`src/rtl/dmem_arbiter.sv`:
```
// dmem_arbiter: shares the single-port data memory between the CPU and the host/debug port.
// Each access runs IDLE -> ISSUE -> DONE, so a grant lands two cycles after the request is seen
// and read data follows one cycle later.
module dmem_arbiter #(
   parameter int unsigned ADDR_W   = 4,
   parameter int unsigned DATA_W   = 8,
   parameter int unsigned CPU_PRIO = 0
) (
   input  logic              clk,
   input  logic              rst,
   input  logic              cpu_req,
   input  logic              cpu_we,
   input  logic [ADDR_W-1:0] cpu_addr,
   input  logic [DATA_W-1:0] cpu_wdata,
   output logic              cpu_gnt,
   output logic              cpu_rvalid,
   output logic [DATA_W-1:0] cpu_rdata,
   input  logic              host_req,
   input  logic              host_we,
   input  logic [ADDR_W-1:0] host_addr,
   input  logic [DATA_W-1:0] host_wdata,
   output logic              host_gnt,
   output logic              host_rvalid,
   output logic [DATA_W-1:0] host_rdata,
   output logic              mem_e,
   output logic              mem_we,
   output logic [ADDR_W-1:0] mem_addr,
   output logic [DATA_W-1:0] mem_di,
   input  logic [DATA_W-1:0] mem_do,
   output logic              busy,
   output logic              last_owner
);

   typedef enum logic [1:0] {
      IDLE  = 2'd0,
      ISSUE = 2'd1,
      DONE  = 2'd2
   } state_t;

   // Owner encoding: 0 = CPU, 1 = host.
   state_t              state_q, state_d;
   logic                owner_q, owner_d;
   logic                cap_we_q, cap_we_d;
   logic                mem_e_q, mem_e_d;
   logic                mem_we_q, mem_we_d;
   logic [ADDR_W-1:0]   mem_addr_q, mem_addr_d;
   logic [DATA_W-1:0]   mem_di_q, mem_di_d;
   logic                cpu_gnt_q, cpu_gnt_d;
   logic                host_gnt_q, host_gnt_d;
   logic                cpu_rvalid_q, cpu_rvalid_d;
   logic                host_rvalid_q, host_rvalid_d;
   logic [DATA_W-1:0]   cpu_rdata_q, cpu_rdata_d;
   logic [DATA_W-1:0]   host_rdata_q, host_rdata_d;
   logic                busy_q, busy_d;
   logic                last_owner_q, last_owner_d;
   logic                winner_c;

   // Arbitration: single requester wins; ties go to CPU or alternate with the last owner.
   always_comb begin
      winner_c = host_req;
      if (cpu_req && host_req) begin
         winner_c = (CPU_PRIO != 0) ? 1'b0 : ~last_owner_q;
      end
   end

   // Next-state and next-output computation for the access sequencer.
   always_comb begin
      state_d       = state_q;
      owner_d       = owner_q;
      cap_we_d      = cap_we_q;
      mem_e_d       = 1'b0;
      mem_we_d      = 1'b0;
      mem_addr_d    = mem_addr_q;
      mem_di_d      = mem_di_q;
      cpu_gnt_d     = 1'b0;
      host_gnt_d    = 1'b0;
      cpu_rvalid_d  = 1'b0;
      host_rvalid_d = 1'b0;
      cpu_rdata_d   = cpu_rdata_q;
      host_rdata_d  = host_rdata_q;
      last_owner_d  = last_owner_q;

      case (state_q)
         IDLE: begin
            if (cpu_req || host_req) begin
               state_d    = ISSUE;
               owner_d    = winner_c;
               cap_we_d   = winner_c ? host_we : cpu_we;
               mem_addr_d = winner_c ? host_addr : cpu_addr;
               mem_di_d   = winner_c ? host_wdata : cpu_wdata;
               mem_e_d    = 1'b1;
               mem_we_d   = winner_c ? host_we : cpu_we;
            end
         end
         ISSUE: begin
            state_d    = DONE;
            cpu_gnt_d  = ~owner_q;
            host_gnt_d = owner_q;
         end
         DONE: begin
            state_d      = IDLE;
            last_owner_d = owner_q;
            if (!cap_we_q) begin
               if (owner_q) begin
                  host_rdata_d  = mem_do;
                  host_rvalid_d = 1'b1;
               end else begin
                  cpu_rdata_d   = mem_do;
                  cpu_rvalid_d  = 1'b1;
               end
            end
         end
         default: state_d = IDLE;
      endcase

      busy_d = (state_d != IDLE);
   end

   // State and registered outputs; reset leaves last_owner at host so the CPU wins the first tie.
   always_ff @(posedge clk) begin
      if (rst) begin
         state_q       <= IDLE;
         owner_q       <= 1'b0;
         cap_we_q      <= 1'b0;
         mem_e_q       <= 1'b0;
         mem_we_q      <= 1'b0;
         mem_addr_q    <= '0;
         mem_di_q      <= '0;
         cpu_gnt_q     <= 1'b0;
         host_gnt_q    <= 1'b0;
         cpu_rvalid_q  <= 1'b0;
         host_rvalid_q <= 1'b0;
         cpu_rdata_q   <= '0;
         host_rdata_q  <= '0;
         busy_q        <= 1'b0;
         last_owner_q  <= 1'b1;
      end else begin
         state_q       <= state_d;
         owner_q       <= owner_d;
         cap_we_q      <= cap_we_d;
         mem_e_q       <= mem_e_d;
         mem_we_q      <= mem_we_d;
         mem_addr_q    <= mem_addr_d;
         mem_di_q      <= mem_di_d;
         cpu_gnt_q     <= cpu_gnt_d;
         host_gnt_q    <= host_gnt_d;
         cpu_rvalid_q  <= cpu_rvalid_d;
         host_rvalid_q <= host_rvalid_d;
         cpu_rdata_q   <= cpu_rdata_d;
         host_rdata_q  <= host_rdata_d;
         busy_q        <= busy_d;
         last_owner_q  <= last_owner_d;
      end
   end

   assign cpu_gnt     = cpu_gnt_q;
   assign cpu_rvalid  = cpu_rvalid_q;
   assign cpu_rdata   = cpu_rdata_q;
   assign host_gnt    = host_gnt_q;
   assign host_rvalid = host_rvalid_q;
   assign host_rdata  = host_rdata_q;
   assign mem_e       = mem_e_q;
   assign mem_we      = mem_we_q;
   assign mem_addr    = mem_addr_q;
   assign mem_di      = mem_di_q;
   assign busy        = busy_q;
   assign last_owner  = last_owner_q;

endmodule
```
`config.mk`:
```
export PLATFORM = sky130hd
export DESIGN_NAME = dmem_arbiter
export DESIGN_NICKNAME = d
export VERILOG_FILES = /design/src/rtl/dmem_arbiter.sv
export SDC_FILE = /design/constraint.sdc
export NUM_CORES = 1
export LEC_CHECK = 0
export ABC_AREA = 1
export BUFFER_PORTS_ARGS = -buffer_cell sky130_fd_sc_hd__buf_2
export CORE_MARGIN = 2
export CORE_UTILIZATION = 47
export DETAILED_ROUTE_END_ITERATION = 7
export PLACE_DENSITY = 0.78
export SLEW_MARGIN = 20
export SYNTH_ARGS = -nofsm -noshare
export SYNTH_HDL_FRONTEND = slang
export SYNTH_SLANG_ARGS = --single-unit
export TNS_END_PERCENT = 50
```
`constraint.sdc`:
```
create_clock -name clk -period 1.4 [get_ports clk]
set_input_delay 0.35 -clock clk [delete_from_list [all_inputs] [get_ports clk]]
set_output_delay 0.35 -clock clk [all_outputs]
set_load 0.005 [all_outputs]
```
==> impl_metrics.tcl, run 1 <==
set metrics [dict create \
    p_int_mw 1.77 \
    cts_setup_buffers 0 \
    grt_pass1_vias 1412 \
    period_share_pct 82.3 \
    grt_max_degree 31 \
    period_minus_slack_ns 1.15 \
    critPathTopFamily "flip-flops" \
    grt_pass1_wl_mm 5.95 \
    combPwrFrac_pct 19.7 \
    pwr-share-clk_pct 28.8 \
    grt_use_total_pct 17.8 \
    worst-path-buf-inv 1 \
    setup.worst_path.end_class "primary output" \
    die_w_microns 66.0 \
    ant_nets 0 \
    min_path_type "in -> reg" \
    syn_inst 260 \
    cts_buffers 5 \
    startpoint_type "flip-flop" \
    p_sw_mw 0.679 \
    fill_cells 362 \
    cp.arrival_ns 0.80 \
    fmax_ghz 0.868 \
    ys.warnings.count 0 \
    design.core.area_sq_um 3690 \
    tritoncts "yes" \
    insertion_delay_ns 0.30 \
    critical_path_class "reg -> out" \
    wl_mm 3.64 \
    overflow 0 \
    pwr-share-seq_pct 51.5 \
    die_h_microns 66.0 \
    synth.avg_cell_area_sq_um 6.95 \
    dp_hpwl_mm 2.72 \
    fin_setup_tns_ns 0 \
    ys_ff_latch 40 \
    postCtsHoldBufs 0 \
    gp_congestion 0.724 \
    cts_resized 0 \
    required_ns 1.05 \
    io_pins 74 \
    crit_fanout 3 \
    drcViolationCount 0 \
    slowest_delay_ns 0.38 \
    slew_viol_final 0 \
    status "completed" \
    drt-vias-per-instance 4.56 \
    fin_area_sq_um 2260 \
    crit_slowest_cell "dfxtp_1" \
    ir_worst_vdd_mv 0.534 \
    wl_per_cell_microns 9.54 \
    cp_cell_sequence "buf_2" \
    syn2layout_area_growth_pct 25.3 \
    dpl_cell_area_sq_um 2190 \
    leakagePower_nw 1.23 \
    yosysSeqAreaShare_pct 44.3 \
    syn-num-nets 298 \
    dieArea_sq_um 4360 \
    grt_antenna_before_repair 0 \
    path_clk_slew_ns 0.07 \
    yosysUniqueCellTypes 22 \
    setup_violations 0 \
    finalHoldViolCount 0 \
    mostFrequentLayoutCell "buf_2" \
    num-nets-final 371 \
    cts_root_buffer "clkbuf_8" \
    powerDensity_nw_per_um2 1080 \
    cts_sinks 40 \
    max_slew.worst_pin.slew_ns 0.408 \
    rows 22 \
    vias 1736 \
    antenna_cells 0 \
    relSlewSlack_pct 72.7 \
    dpl_worst_slack_ns 0.118 \
    h-tree-depth 2 \
    first_pass_iters 4 \
    worst_hold_slack_ns 0.318 \
    clk_path_buf_depth 2 \
    fin_util_pct 61.4 \
    port_buffers 73 \
    drtIter0Drc 102 \
    syn_area_sq_um 1810 \
    sw_frac_of_total_pct 27.7 \
    fin_worst_skew_ns 0.0114 \
    final_cell_mix "73 x buf_2, 69 x nand2_1, 54 x nor2_1" \
    rsz0062_at_grt "no" \
    drive_above_1_share_pct 28.2 \
    start_util_pct 49.0 \
    drv_cap 0 \
    layout_setup_ws_ns 0.248 \
]
-- Yosys cell counts --
master / instances / area share, %
nand2_1: 69 / 14
nand3_1: 23 / 6.4
nor2_2: 3 / 1.0
clkbuf_2: 1 / 0.28
nor2_4: 1 / 0.62
o21ai_0: 2 / 0.55
o21ai_4: 1 / 0.90
buf_2: 1 / 0.28
a21boi_0: 5 / 2.1
inv_2: 2 / 0.42
buf_6: 6 / 3.7
nor2_1: 54 / 11
dfxtp_1: 40 / 44
inv_1: 26 / 5.4
nor4_1: 1 / 0.35
nor3_1: 1 / 0.28
a21boi_1: 7 / 2.9
nand2_2: 2 / 0.69
a21oi_1: 9 / 2.5
and2_1: 1 / 0.35
clkbuf_1: 3 / 0.62
buf_4: 2 / 0.83
-- power by group through the flow --
stage	logic [mW]	registers, mW	clock network (mW)
final	0.482	1.26	0.706
after global placement	0.478	1.28	0
after CTS	0.488	1.26	0.730
after floorplan	0.315	1.29	0
after global routing	0.556	1.27	0.767
after detailed placement	0.487	1.29	0
-- layer usage --
metal | vias up | part of all wire, % | track usage, %
met5 | - | 0 | 0
met4 | 0 | 1.3 | 6.12
met3 | 5 | 10 | 7.16
met2 | 69 | 42 | 28.4
met1 | 724 | 47 | 21.9
li1 | 938 | - | -
-- flip-flops by register name (all words and copies together) (netlist names), 2 cells and up --
signal      flops
cpu_rdata       8
host_rdata      8
mem_addr        4
mem_di          8
state_q         2
-- final timing paths --
path	start	to	slack [ns]	cells past startpoint
hold / removal	rst	state_q[0]	0.32	2
setup reg to reg	owner_q	host_rdata[2]	0.27	5
hold reg to reg	cpu_rdata[7]	cpu_rdata[7]	0.48	2
setup / recovery	last_owner	last_owner	0.25	1
-- cell families (layout without fill, tap and decap cells) --
logic type             after synthesis  count (layout)  synth area share (%)
AND/OR/NAND/NOR                    155             155                  35.2
AO/OA/AOI/OAI                       24              24                  8.93
buffers and inverters               41             114                  11.6
flip-flops                          40              40                  44.3
-- cell type report --
type / count / area (sq um) / area share, %
Clock buffer: 6 / 72.6 / 3.20
Tap cell: 48 / 60.1 / 2.65
Multi-Input combinational cell: 179 / 798 / 35.2
Inverter: 28 / 105 / 4.64
Sequential cell: 40 / 801 / 35.4
Timing Repair Buffer: 79 / 423 / 18.7
Clock inverter: 1 / 5.00 / 0.221
-- stage by stage --
| stage | cells | power, mW |
|---|---|---|
| floorplan | 260 | 1.61 |
| global placement | 374 | 1.76 |
| detailed placement | 374 | 1.77 |
| CTS | 381 | 2.48 |
| global route | 381 | 2.59 |
| finish | 381 | 2.45 |
Power figures use the tool's default switching activity.
==> run 2: changes to the inputs <==
Settings changed: CORE_UTILIZATION 47 to 43, PLACE_DENSITY 0.78 to 0.75.
Clock period 1.4 ns to 0.9 ns, I/O delays scaled along.
==> run 2 against run 1 <==
Against the previous run: the flow now finishes with violations (setup timing); sequential power grew 59%; worst setup slack lost 0.43 ns; die area grew 8.7%; total power grew 79%; wire length grew 20%; core utilization grew 9.8 points; clock power grew 80%; cell area grew 27%; sequential share of layout area shrank 5.8 points; non-clock buffer count grew 24; critical endpoint is now mem_addr[3].
==> impl_metrics.tcl, run 2 (synthesis gave the netlist of run 1 again) <==
set metrics [dict create \
    status "finished, violations left" \
    violations "setup timing" \
    die_h_microns 68.8 \
    drive_above_1_share_pct 50.6 \
    worstReg2RegStart "last_owner" \
    port_buffers 73 \
    fin_setup_tns_ns -5.71 \
    period_share_pct 120 \
    grt_use_total_pct 18.2 \
    start_util_pct 44.9 \
    dpl_cell_area_sq_um 2390 \
    drt-vias-per-instance 4.49 \
    io_pins 74 \
    rows 23 \
    setup.worst_path.start "last_owner" \
    finalHoldViolCount 0 \
    leakagePower_nw 1.45 \
    syn2layout_area_growth_pct 58.6 \
    powerDensity_nw_per_um2 1530 \
    p_sw_mw 1.26 \
    dp_hpwl_mm 2.89 \
    multi_input_area_sq_um 926 \
    grt_pass1_wl_mm 6.42 \
    final_cell_mix "66 x nand2_1, 53 x nor2_1, 53 x buf_2" \
    tritoncts "yes" \
    ant_nets 0 \
    total_power_mw 4.38 \
    h-tree-depth 2 \
    grt_pass1_vias 1473 \
    combPwrFrac_pct 25.4 \
    setup.worst_path.end_class "flip-flop" \
    min_path_type "in -> reg" \
    num-nets-final 395 \
    startpoint_type "flip-flop" \
    grt_max_degree 27 \
    clk_path_buf_depth 2 \
    insertion_delay_ns 0.29 \
    cts_sinks 40 \
    layout_setup_ws_ns -0.180 \
    fin_area_sq_um 2870 \
    mostFrequentLayoutCell "nand2_1" \
    fin_util_pct 71.2 \
    p_int_mw 3.12 \
    cts_buffers 5 \
    pwr-share-clk_pct 28.9 \
    drv_cap 0 \
    cp.arrival_ns 1.31 \
    dieArea_sq_um 4740 \
    rsz0062_at_grt "yes" \
    postCtsHoldBufs 0 \
    layout.cells.non_filler 408 \
    relSlewSlack_pct 85.1 \
    crit_fanout 13 \
    seqCellArea_sq_um 847 \
    period_minus_slack_ns 1.08 \
    drtIter0Drc 119 \
    cts_root_buffer "clkbuf_8" \
    drcViolationCount 0 \
    pwr-share-seq_pct 45.7 \
    path_clk_slew_ns 0.08 \
    placed_cells 388 \
    required_ns 1.13 \
    worst_hold_slack_ns 0.235 \
    gp_congestion 0.738 \
    antenna_cells 0 \
    fin_worst_skew_ns 0.00611 \
    critical_path_class "reg -> reg" \
    fill_cells 320 \
    wl_mm 4.37 \
    sw_frac_of_total_pct 28.7 \
    dpl_worst_slack_ns -0.145 \
    ir_worst_vdd_mv 0.925 \
    grt_antenna_before_repair 0 \
    design.core.area_sq_um 4030 \
    slew_viol_final 0 \
    hp-start "cpu_we" \
    fmax_ghz 0.926 \
    max_slew.worst_pin.slew_ns 0.224 \
    vias 1833 \
    overflow 0 \
    die_w_microns 68.8 \
    setup_violations 73 \
    first_pass_iters 4 \
    wl_per_cell_microns 10.7 \
]
run 2: changes by cell type in the layout (fill, tap and decap cells not counted), sizes merged:
cell      change
clkbuf        +1
inv           +1
buf          +23
clkinvlp      +1
clkinv        -1
run 2: final cells by class:
class	count	share of cell area, %
Multi-Input combinational cell	179	32.3
Sequential cell	40	29.5
Timing Repair Buffer	103	28.7
Inverter	28	3.93
Clock buffer	6	2.88
Tap cell	50	2.18
Clock inverter	2	0.480
run 2: final timing paths:
| check | end | slack, ns | cells after the start |
|---|---|---|---|
| setup / recovery | mem_addr[3] | -0.18 | 6 |
| hold / removal | mem_we | 0.24 | 5 |
| hold reg to reg | host_rdata[5] | 0.48 | 2 |
| setup reg to reg | mem_addr[3] | -0.18 | 6 |
run 2: repair_timing:
action / CTS / global route
gates cloned: 1 / 1
gates resized for setup: 43 / 36
buffers inserted: 10 / 0
endpoints found under the setup margin: 73 / 73
pin swaps: 0 / 6
run 2: critical path, cell delays in order (launching register included):
cell and delay [ns]:
dfxtp_2 0.36, buf_6 0.12, nand2_8 0.07, buf_12 0.16, a21boi_1 0.16, nor2_1 0.08, nor2_1 0.08
run 2: power by group through the flow:
| stage | clock network [mW] | registers, mW | logic (mW) |
|---|---|---|---|
| global route | 1.40 | 2.02 | 1.24 |
| finish | 1.27 | 2.00 | 1.11 |
| CTS | 1.30 | 1.99 | 1.02 |
| floorplan | 0 | 2.02 | 0.535 |
| global placement | 0 | 2.01 | 0.901 |
| detailed placement | 0 | 2.01 | 0.908 |
run 2: layer usage:
layer	GRT usage, %	share of wire, %	vias to the layer above
met3	5.84	8.2	10
li1	-	-	986
met4	9.07	1.9	0
met1	22.3	43	767
met5	0	0	-
met2	28.8	47	70
==> run 3: changes to the inputs <==
Settings changed: CORE_MARGIN 2 to default, PLACE_DENSITY 0.75 to default, PLACE_DENSITY_LB_ADDON from default to 0.08.
==> run 3 against run 2 <==
Against the previous run: wire length decreased by 3.7%; worst setup slack got worse by 0.016 ns; count of clock-buffer cells in the layout unchanged; cell area decreased by 2.2%; sequential cell count unchanged; global-route usage increased by 1.7 points; core utilization decreased by 1.6 points; largest cell class unchanged; combinational power about the same; clock skew decreased by 0.0016 ns; sequential share of layout area increased by 0.85 points; worst hold slack improved by 0.018 ns; the flow still finishes with violations (setup timing); maximum frequency decreased by 1.4%.
==> impl_metrics.tcl, run 3 (synthesis gave the netlist of run 1 again) <==
set metrics [dict create \
    relSlewSlack_pct 85.5 \
    r2r-end "host_rdata[2]" \
    dieArea_sq_um 4470 \
    worstHoldPathCells 5 \
    required_ns 0.67 \
    slew_viol_final 0 \
    total_power_mw 4.21 \
    critical_path_class "reg -> out" \
    drive_above_1_share_pct 48.2 \
    grt_pass1_wl_mm 6.69 \
    die_h_microns 66.8 \
    ant_nets 0 \
    reg2regPathDepth 7 \
    placed_cells 390 \
    overflow 0 \
    io_pins 74 \
    insertion_delay_ns 0.29 \
    start_util_pct 44.9 \
    status "finished, violations left" \
    drv_cap 0 \
    rows 23 \
    cts_sinks 40 \
    cts_buffers 5 \
    finalHoldViolCount 0 \
    setup.worst_path.end_class "primary output" \
    max_slew.worst_pin.slew_ns 0.216 \
    drtIter0Drc 78 \
    die_w_microns 66.8 \
    rsz0062_at_grt "yes" \
    mostFrequentLayoutCell "nand2_1" \
    ir_worst_vdd_mv 0.905 \
    wl_mm 4.21 \
    period_minus_slack_ns 1.10 \
    postCtsHoldBufs 0 \
    clk_path_buf_depth 2 \
    min_path_type "in -> reg" \
    powerDensity_nw_per_um2 1500 \
    grt_antenna_before_repair 0 \
    tritoncts "yes" \
    worstReg2RegStart "state_q[1]" \
    design.core.area_sq_um 4030 \
    wl_per_cell_microns 10.4 \
    crit_fanout 2 \
    hp-start "mem_do[3]" \
    period_share_pct 122 \
    multi_input_area_sq_um 925 \
    first_pass_iters 4 \
    final_cell_mix "65 x nand2_1, 59 x buf_2, 52 x nor2_1" \
    layout_setup_ws_ns -0.196 \
    syn2layout_area_growth_pct 55.1 \
    leakagePower_nw 1.42 \
    cts_root_buffer "clkbuf_8" \
    fin_worst_skew_ns 0.00454 \
    startpoint_type "flip-flop" \
    vias 1821 \
    layout.cells.non_filler 405 \
    worst_hold_slack_ns 0.253 \
    setup_violations 71 \
    worstHoldEndpoint "host_rdata[3]" \
    num-nets-final 393 \
    port_buffers 73 \
    grt_max_degree 26 \
    drcViolationCount 0 \
    gp_congestion 0.744 \
    h-tree-depth 2 \
    dp_hpwl_mm 2.95 \
    fmax_ghz 0.912 \
    seqCellArea_sq_um 852 \
    drt-vias-per-instance 4.50 \
    ff2ff_setup_slack_ns -0.14 \
    grt_pass1_vias 1636 \
    cp.arrival_ns 0.87 \
    path_clk_slew_ns 0.07 \
    fill_cells 347 \
    antenna_cells 0 \
    grt_use_total_pct 19.9 \
    violations "setup timing" \
]
## run 3: changes by cell type in the layout (fill, tap and decap cells not counted), moves of 2 or more
cell / before / now
buf_6: 22 / 19
dfxtp_4: 1 / 4
a21boi_0: 0 / 5
dfxtp_1: 5 / 7
nor2_4: 3 / 5
inv_2: 3 / 1
nand3_2: 8 / 3
nand3_1: 15 / 20
buf_4: 21 / 16
buf_2: 53 / 59
a21boi_1: 11 / 7
dfxtp_2: 34 / 29
## run 3: power breakdown
part,switching (mW),internal [mW]
registers,0.0833,1.91
clock network,0.600,0.528
logic,0.524,0.563
total,1.21,3.00
## run 3: layer usage
| metal | global-route usage (%) | part of all wire [%] |
|---|---|---|
| met3 | 4.79 | 5.7 |
| met2 | 35.7 | 49 |
| met4 | 7.98 | 1.4 |
| met5 | 0 | 0 |
| met1 | 22.3 | 44 |
## run 3: final cells by class
type	instances	share of cell area, %
Multi-Input combinational cell	179	33.0
Sequential cell	40	30.4
Timing Repair Buffer	101	27.6
Inverter	28	4.02
Clock buffer	6	2.59
Tap cell	50	2.23
Clock inverter	1	0.178
## run 3: how the worst max path moves through the flow
stage,endpoint,cells after the start,startpoint
floorplan,host_rdata[6],7,state_q[0]
global placement,cap_we_q,7,cpu_req
detailed placement,mem_addr[0],7,host_req
CTS,last_owner,2,last_owner
global route,mem_addr[1],7,state_q[1]
finish,last_owner,2,last_owner
## run 3: timing repair
| action | in CTS | in global routing |
|---|---|---|
| cloned | 0 | 1 |
| endpoints found under the setup margin | 73 | 70 |
| resized for setup | 40 | 31 |
| pin swaps | 2 | 6 |
| setup buffers | 5 | 2 |
## run 3: critical path: stages, from the launching register on
cell	delay, ns
dfxtp_4	0.37
buf_6	0.12
buf_6	0.10
## run 3: through the flow
stage | cell area [sq um] | setup TNS, ns | util (%) | setup WS (ns)
after floorplan | 1880 | -1.24 | - | -0.0688
after global placement | 2420 | -2.98 | 60.1 | -0.127
after detailed placement | 2420 | -3.75 | 60.1 | -0.164
after CTS | 2630 | -6.10 | 65.2 | -0.165
after global routing | 2800 | -8.50 | 69.6 | -0.231
final | 2800 | -4.96 | 69.6 | -0.196
